==> src/rtl/stopwatch_pkg.sv <==
// Shared stopwatch definitions: state encodings, ASCII command defaults, event bundle.
// Also used by the UART TX echo and the FND mux.
package stopwatch_pkg;

  typedef enum logic [2:0] {
    ST_STOP  = 3'd0,
    ST_RUN   = 3'd1,
    ST_CLEAR = 3'd2,
    ST_LAP   = 3'd3,
    ST_DONE  = 3'd4
  } state_t;

  localparam logic [7:0] CMD_RUN_DEF   = 8'h52;  // 'R'
  localparam logic [7:0] CMD_STOP_DEF  = 8'h53;  // 'S'
  localparam logic [7:0] CMD_CLEAR_DEF = 8'h43;  // 'C'
  localparam logic [7:0] CMD_LAP_DEF   = 8'h4C;  // 'L'
  localparam logic [7:0] CMD_MODE_DEF  = 8'h4D;  // 'M'

  // Button bit positions into the edge detector
  localparam int BTN_RUNSTOP = 0;
  localparam int BTN_CLEAR   = 1;
  localparam int BTN_LAP     = 2;

  typedef struct packed {
    logic start;    // run request, only meaningful from STOP
    logic halt;     // stop request, only meaningful from RUN/LAP
    logic btn_rs;   // raw runstop button edge (DONE reacts to this only)
    logic clear;
    logic lap;
    logic mode;
  } ev_t;

  function automatic int cnt_w(input int n);
    return (n < 1) ? 1 : $clog2(n + 1);
  endfunction

endpackage

==> src/rtl/stopwatch_ctrl_ext_edge_det.sv <==
// Rising-edge detector: one-cycle pulse on the cycle a level input first goes high.
// History is registered; the pulse itself is combinational so events keep single-edge latency.
module edge_det #(
  parameter int W = 3
) (
  input  logic         clk,
  input  logic         rst,
  input  logic [W-1:0] level,
  output logic [W-1:0] rise
);

  logic [W-1:0] hist;

  always_ff @(posedge clk) begin
    if (rst) begin
      hist <= '0;
    end else begin
      hist <= level;
    end
  end

  assign rise = level & ~hist;

endmodule

==> src/rtl/stopwatch_ctrl_ext.sv <==
// Stopwatch/timer control unit: Moore FSM driven by button edges and UART command bytes.
// Produces run/clear/lap-hold/done for the datapath; outputs change one edge after an event.
module stopwatch_ctrl_ext
  import stopwatch_pkg::*;
#(
  parameter int                DATA_W       = 8,
  parameter int                CLEAR_CYCLES = 4,
  parameter logic [DATA_W-1:0] CMD_RUN      = DATA_W'(CMD_RUN_DEF),
  parameter logic [DATA_W-1:0] CMD_STOP     = DATA_W'(CMD_STOP_DEF),
  parameter logic [DATA_W-1:0] CMD_CLEAR    = DATA_W'(CMD_CLEAR_DEF),
  parameter logic [DATA_W-1:0] CMD_LAP      = DATA_W'(CMD_LAP_DEF),
  parameter logic [DATA_W-1:0] CMD_MODE     = DATA_W'(CMD_MODE_DEF)
) (
  input  logic              clk,
  input  logic              rst,
  input  logic              i_btn_runstop,
  input  logic              i_btn_clear,
  input  logic              i_btn_lap,
  input  logic [DATA_W-1:0] i_rx_data,
  input  logic              i_rx_valid,
  input  logic              i_zero,
  output logic              o_run,
  output logic              o_clear,
  output logic              o_lap_hold,
  output logic              o_mode_down,
  output logic              o_done,
  output logic [2:0]        o_state
);

  localparam int CW = cnt_w(CLEAR_CYCLES);
  localparam logic [CW-1:0] CLR_LAST = CW'(CLEAR_CYCLES - 1);

  state_t        state, state_next;
  logic [CW-1:0] clr_cnt;
  logic          mode_down;
  logic          mode_toggle;
  logic [2:0]    btn_rise;
  ev_t           ev;

  edge_det #(.W(3)) u_edge_det (
    .clk   (clk),
    .rst   (rst),
    .level ({i_btn_lap, i_btn_clear, i_btn_runstop}),
    .rise  (btn_rise)
  );

  // Event decode: RUN/STOP bytes stay separate so each is honoured only in its own direction
  always_comb begin
    ev        = '0;
    ev.btn_rs = btn_rise[BTN_RUNSTOP];
    ev.start  = btn_rise[BTN_RUNSTOP] | (i_rx_valid & (i_rx_data == CMD_RUN));
    ev.halt   = btn_rise[BTN_RUNSTOP] | (i_rx_valid & (i_rx_data == CMD_STOP));
    ev.clear  = btn_rise[BTN_CLEAR]   | (i_rx_valid & (i_rx_data == CMD_CLEAR));
    ev.lap    = btn_rise[BTN_LAP]     | (i_rx_valid & (i_rx_data == CMD_LAP));
    ev.mode   = i_rx_valid & (i_rx_data == CMD_MODE);
  end

  always_ff @(posedge clk) begin
    if (rst) begin
      state <= ST_STOP;
    end else begin
      state <= state_next;
    end
  end

  always_comb begin
    state_next  = state;
    mode_toggle = 1'b0;
    case (state)
      ST_STOP: begin
        // A down-counting timer already at zero must not start
        if (ev.start && !(mode_down && i_zero)) begin
          state_next = ST_RUN;
        end else if (ev.clear) begin
          state_next = ST_CLEAR;
        end else if (ev.mode) begin
          mode_toggle = 1'b1;
        end
      end
      ST_RUN: begin
        if (mode_down && i_zero) begin
          state_next = ST_DONE;
        end else if (ev.halt) begin
          state_next = ST_STOP;
        end else if (ev.lap) begin
          state_next = ST_LAP;
        end
      end
      ST_LAP: begin
        if (mode_down && i_zero) begin
          state_next = ST_DONE;
        end else if (ev.halt) begin
          state_next = ST_STOP;
        end else if (ev.lap) begin
          state_next = ST_RUN;
        end
      end
      ST_CLEAR: begin
        if (clr_cnt == CLR_LAST) begin
          state_next = ST_STOP;
        end
      end
      ST_DONE: begin
        if (ev.btn_rs || ev.clear) begin
          state_next = ST_CLEAR;
        end
      end
      default: begin
        state_next = ST_STOP;
      end
    endcase
  end

  always_ff @(posedge clk) begin
    if (rst) begin
      clr_cnt <= '0;
    end else if (state != ST_CLEAR) begin
      clr_cnt <= '0;
    end else begin
      clr_cnt <= clr_cnt + CW'(1);
    end
  end

  always_ff @(posedge clk) begin
    if (rst) begin
      mode_down <= 1'b0;
    end else if (mode_toggle) begin
      mode_down <= ~mode_down;
    end
  end

  assign o_run       = (state == ST_RUN) || (state == ST_LAP);
  assign o_clear     = (state == ST_CLEAR);
  assign o_lap_hold  = (state == ST_LAP);
  assign o_done      = (state == ST_DONE);
  assign o_mode_down = mode_down;
  assign o_state     = state;

endmodule

==> config.mk <==
export PLATFORM = sky130hd
export DESIGN_NAME = stopwatch_ctrl_ext
export DESIGN_NICKNAME = d
export VERILOG_FILES = /design/src/rtl/stopwatch_pkg.sv /design/src/rtl/stopwatch_ctrl_ext_edge_det.sv /design/src/rtl/stopwatch_ctrl_ext.sv
export SDC_FILE = /design/constraint.sdc
export NUM_CORES = 1
export LEC_CHECK = 0
export BUFFER_PORTS_ARGS = -buffer_cell sky130_fd_sc_hd__buf_2
export CAP_MARGIN = 20
export CORE_AREA = 3 3 40 42
export CTS_BUF_LIST = sky130_fd_sc_hd__clkbuf_8
export DETAILED_ROUTE_END_ITERATION = 10
export DIE_AREA = 0 0 43 45
export PLACE_DENSITY = 0.85
export SETUP_SLACK_MARGIN = 0.2
export SLEW_MARGIN = 10
export SYNTH_ARGS = -nofsm -noshare
export SYNTH_HDL_FRONTEND = slang
export SYNTH_SLANG_ARGS = --single-unit
==> constraint.sdc <==
create_clock -name clk -period 2.4 [get_ports clk]
set_clock_uncertainty 0.15 [all_clocks]
set_input_delay 0.24 -clock clk [delete_from_list [all_inputs] [get_ports clk]]
set_output_delay 0.24 -clock clk [all_outputs]
set_load 0.005 [all_outputs]
Word level (Yosys, flattened, before mapping)
Cells that the tools add are included.
{"block": "word_totals", "register_bits": 10, "inputBits": 15, "output_inout_bits": 8, "elab_cells": 56}
{"block": "op_classes", "add_sub_neg": 1, "eq_ne": 16, "muxes": 15, "bitwise": 12, "reduce_logical": 8}
{"operator": "8-bit by 7-bit == test with 1-bit output (second input constant)", "n": 5}
{"operator": "3-bit 2-to-1 mux", "n": 10}
{"operator": "3-bit one-hot mux with 5 select lines", "n": 1}
{"operator": "3-bit by 2-bit == test with 1-bit output (second input constant)", "n": 3}
{"operator": "1-bit AND", "n": 5}
{"operator": "5-bit AND reduction", "n": 1}
{"operator": "1-bit 2-to-1 mux", "n": 4}
{"operator": "2-bit by 1-bit != test with 1-bit output (second input constant)", "n": 2}
{"operator": "4-bit by 1-bit != test with 1-bit output (second input constant)", "n": 1}
{"operator": "4-bit != test (second input constant)", "n": 1}
{"operator": "1-bit OR", "n": 4}
{"operator": "3-bit by 1-bit adder with 3-bit output (second input constant)", "n": 1}
{"operator": "3-bit AND", "n": 1}
{"operator": "3-bit by 1-bit == test with 1-bit output (second input constant)", "n": 1}
{"operator": "3-bit == test (second input constant)", "n": 1}
{"operator": "3-bit logical NOT", "n": 1}
{"operator": "3-bit by 2-bit != test with 1-bit output (second input constant)", "n": 1}
{"operator": "3-bit != test (second input constant)", "n": 1}
{"operator": "3-bit NOT", "n": 1}
{"operator": "1-bit logical AND", "n": 2}
{"operator": "1-bit logical OR", "n": 2}
{"operator": "2-bit OR reduction", "n": 1}
{"operator": "1-bit logical NOT", "n": 1}
{"operator": "1-bit NOT", "n": 1}

Logic depth before layout (Yosys ltp)
{"block": "logic_depth", "ltp_word": 7, "ltp_mapped": 5, "depth_no_buf": 5}

Modules after synthesis
A second synthesis with hierarchy kept.
{"block": "hier_totals", "cells_unflattened": 63, "hier_area_um2": 571.8}
{"mod": "stopwatch_ctrl_ext", "instances": 1, "cells_per_inst": 54, "area_each_um2": 466.7}
{"mod": "edge_det", "instances": 1, "cells_per_inst": 9, "area_each_um2": 105.1}

Worst setup path after synthesis
Ideal clock, no wire load.
{"block": "synth_timing", "path_kind": "register to register", "startpoint": "reg clr_cnt[0]", "endpoint": "reg state[1], in the netlist o_state[1]", "setup_time_ns": 0.133, "arrival_time_ns": 1.180, "slack_ns": 0.936, "path_stages_with_launch": 6, "n_path_buf": 0, "period_less_slack_ns": 1.464, "cell_sequence": "dfxtp_1 -> ha_1 -> ha_1 -> or2_2 -> a41oi_1 -> a311oi_1"}
{"block": "synth_between", "elab_chain_len": 3}
{"element": "start, declared", "line": "stopwatch_ctrl_ext.sv:34", "source": "logic [CW-1:0] clr_cnt;"}
{"element": "start signal, assigned", "line": "stopwatch_ctrl_ext.sv:120", "source": "clr_cnt <= clr_cnt + CW'(1);"}
{"element": "3-bit by 2-bit == test with 1-bit output", "line": "stopwatch_ctrl_ext.sv:99", "source": "if (clr_cnt == CLR_LAST) begin"}
{"element": "2-bit by 1-bit != test with 1-bit output (no line)"}
{"element": "5-bit AND reduction (no line)"}
{"element": "end signal, assigned", "line": "stopwatch_ctrl_ext.sv:62", "source": "state <= state_next;"}
{"element": "end, declared", "line": "stopwatch_ctrl_ext.sv:33", "source": "state_t state, state_next;"}
Every way passes these cells.
A chain may end at the register's enable or synchronous reset.

Worst setup path after layout
{"block": "layout_timing", "startpoint": "reg state[2], in the netlist o_state[2]", "endpoint": "out o_done"}
{"block": "layout_between", "elab_chain_len": 1}
{"element": "3-bit == test", "line": "stopwatch_ctrl_ext.sv:135", "source": "assign o_done = (state == ST_DONE);"}
{"element": "end, declared", "line": "stopwatch_ctrl_ext.sv:26", "source": "output logic o_done,"}
Every way passes these cells.

==> impl_metrics.json <==
{
  "status": "finished, final reports clean",
  "worstPathCellList": "nor3b_1 > buf_2",
  "slowest_delay_ns": 0.40,
  "critPathTopFamily": "simple AND/OR/NAND/NOR gates",
  "rsz0062_at_grt": "false",
  "clockRootBuffer": "clkbuf_8",
  "clock.fmax_mhz": 620,
  "dp_hpwl_um": 1090,
  "holdWs_ns": 0.0770,
  "first_pass_iters": 4,
  "ys.flop_type": "dfxtp_1",
  "final_hold_viol_count": 0,
  "ys.warnings.count": 0,
  "synth-simple-area-share_pct": 37.4,
  "switching_power_w": 0.000126,
  "ys_ff_latch": 10,
  "synth-edff-count": 0,
  "highest_layer": "met4",
  "port_buffers": 22,
  "slew_headroom_pct": 72.2,
  "drive_gt1_share_pct": 40.7,
  "antenna_found_initial": 0,
  "fin_crit_sh_pct": 67.2,
  "post-cts-setup-buffers": 0,
  "cts.sinks": 10,
  "synth_xor_area_share_pct": 1.51,
  "netlist_instances": 61,
  "coreArea_um2": 1280,
  "io_pins": 23,
  "clk_transition_reported_paths_ns": 0.05,
  "ir_drop_mv": 0.461,
  "finish.net_count": 104,
  "wl_met1_um": 526,
  "syn2layout_area_growth_pct": 31.0,
  "grt_pass1_wl_um": 2260,
  "cts_buffers": 3,
  "grt-ovfl-total": 0,
  "hold_path.class": "in2reg",
  "dr_total_vias": 571,
  "worstSkewPairLatency_ns": 0.24,
  "synth_top_family_by_area": "simple AND/OR/NAND/NOR gates",
  "reg2reg_from": "o_state[2]",
  "criticalPathCategory": "reg2out",
  "cp-end-kind": "output pin",
  "p_leak_nw": 0.336,
  "pwr-share-seq_pct": 38.3,
  "cp_max_fo": 5,
  "yosys.area_share.adder_pct": 4.30,
  "post-route-min-period_ns": 1.61,
  "worst_ep_required_time_ns": 2.01,
  "synth-async-reset-ratio_pct": 0,
  "synth_compound_area_share_pct": 19.1,
  "p_sw_share_pct": 25.7,
  "instances_no_fill": 101,
  "ys_types": 31,
  "worst_pin_slew_ns": 0.415,
  "setup_viol": 0,
  "htreeDepth": 1,
  "start_util_pct": 45.3,
  "avgSynthCellArea_um2": 9.54,
  "wl_um": 1360,
  "first_iter_violations": 12,
  "diodes": 0,
  "cts_tree": "yes",
  "die_h_um": 45,
  "dr_wl_met2_um": 703,
  "power_frac_comb_pct": 18.5,
  "holdBufCountCts": 0,
  "slew_viol_final": 0,
  "cts_max_path_buffers": 2,
  "cts-resized-gates": 0,
  "routed_via_density": 5.65,
  "grtUsageTotal_pct": 16.0,
  "critPathSlowestCell": "nor3b_1",
  "p_clk_share_pct": 43.1,
  "syn_nets": 78,
  "place_inst": 97,
  "rows": 13,
  "grt_max_degree": 11,
  "crit_buf_inv": 1,
  "grt_pass1_vias": 582,
  "start_kind": "register",
  "wl_met3_um": 92,
  "ant_nets": 0,
  "regToRegSetupSlack_ns": 0.85,
  "die_x_um": 43,
  "drc": 0,
  "wl_per_cell_um": 13.5,
  "cap_viol_max_count": 0,
  "final.setup.tns_ns": 0,
  "p_int_w": 0.000365,
  "crit_start": "o_state[2]",
  "crit_arrival_ns": 1.22,
  "finalWeightedCongestion": 0.782,
  "fp.dieArea_um2": 1940,
  "yosysSeqAreaShare_pct": 34.4,
  "syn_area_um2": 582,
  "muxShareOfSynthArea_pct": 0,
  "power_w": 0.000490,
  "hp-start": "i_btn_clear",
  "power_density_nw_per_um2": 644
}
==> cell families after synthesis <==
logic type | count (synthesis)
adder cells (fa/ha/maj) | 2
flip-flops | 10
AO/OA/AOI/OAI | 12
XOR/XNOR | 1
AND/OR/NAND/NOR | 31
buffers and inverters | 5
==> path summary, 6_finish.rpt <==
check,to,cells past startpoint
max,o_done,2
min,u_edge_det.hist[1],2
max reg2reg,o_state[1],4
min reg2reg,clr_cnt[0],1
==> worst reg2reg max path, stage by stage, from the launching register on <==
cell,delay [ns]
dfxtp_1,0.39
nor3b_1,0.40
nand3b_1,0.17
a41oi_1,0.25
a311oi_1,0.07
==> synth_stat cells (2+ instances only) <==
cell / number / area [µm²]
dfxtp_1: 10 / 200
nor2b_1: 7 / 43.8
inv_1: 4 / 15.0
nand2_1: 4 / 15.0
a41oi_1: 3 / 26.3
a41oi_2: 2 / 32.5
and4_2: 2 / 20.0
ha_1: 2 / 25.0
nand4_1: 2 / 12.5
nor2_1: 2 / 7.51
nor3_1: 2 / 10.0
nor3b_1: 2 / 15.0
==> sequential cells by signal, indices dropped and copies added, names as in the netlist <==
register,cells
clr_cnt,3
o_mode_down,1
o_state,3
u_edge_det.hist,3
==> cells in the final DEF, fill, tap and decap left out <==
master | netlist | layout
and2_1 | 1 | 1
nor3_1 | 2 | 2
o211ai_2 | 1 | 1
o21ai_1 | 1 | 1
nor3b_4 | 1 | 1
xor2_1 | 1 | 1
nor2b_1 | 7 | 7
or2_2 | 1 | 1
ha_1 | 2 | 2
buf_2 | 0 | 22
nor3_2 | 1 | 1
a311oi_1 | 1 | 1
and3b_1 | 1 | 1
and2b_1 | 1 | 1
nand2b_1 | 1 | 1
nor2_1 | 2 | 2
o21ai_0 | 1 | 1
clkbuf_8 | 0 | 4
nand2_1 | 4 | 4
nor3b_1 | 2 | 2
dfxtp_1 | 10 | 10
a211oi_1 | 1 | 1
and4bb_4 | 1 | 1
and4_2 | 2 | 2
nand3b_1 | 1 | 1
a41oi_1 | 3 | 3
o2111ai_1 | 1 | 1
a41oi_2 | 2 | 2
a21oi_1 | 1 | 1
nand4_1 | 2 | 2
and2_0 | 1 | 1
inv_1 | 4 | 4
==> through the flow <==
stage | cell area, µm² | util (%) | setup WS, ns
after global routing | 762 | 59.3 | 0.750
after CTS | 762 | 59.3 | 0.821
after floorplan | 582 | - | 0.936
after global placement | 707 | 55.0 | 0.799
after detailed placement | 707 | 55.0 | 0.759
final | 762 | 59.3 | 0.788
==> final cells by class <==
| cell class | count | area (µm²) |
|---|---|---|
| Tap cell | 15 | 18.8 |
| Inverter | 4 | 15.0 |
| Multi-Input combinational cell | 46 | 363 |
| Timing Repair Buffer | 22 | 110 |
| Sequential cell | 10 | 200 |
| Clock buffer | 4 | 55.1 |
| Fill cell | 125 | 523 |
==> layer usage <==
metal | track usage (%) | vias up
li1 | - | 279
met5 | 0 | -
met2 | 29.6 | 29
met1 | 15.0 | 257
met3 | 4.38 | 6
met4 | 12.0 | 0
==> power groups by stage <==
stage	clock network, W	logic, W	registers (W)
2_1_floorplan	0	0.0000540	0.000190
3_3_place_gp	0	0.0000872	0.000190
3_5_place_dp	0	0.0000901	0.000191
4_1_cts	0.000215	0.0000904	0.000188
5_1_grt	0.000222	0.0000996	0.000190
6_report	0.000212	0.0000908	0.000188
Power figures use the tool's default switching activity.
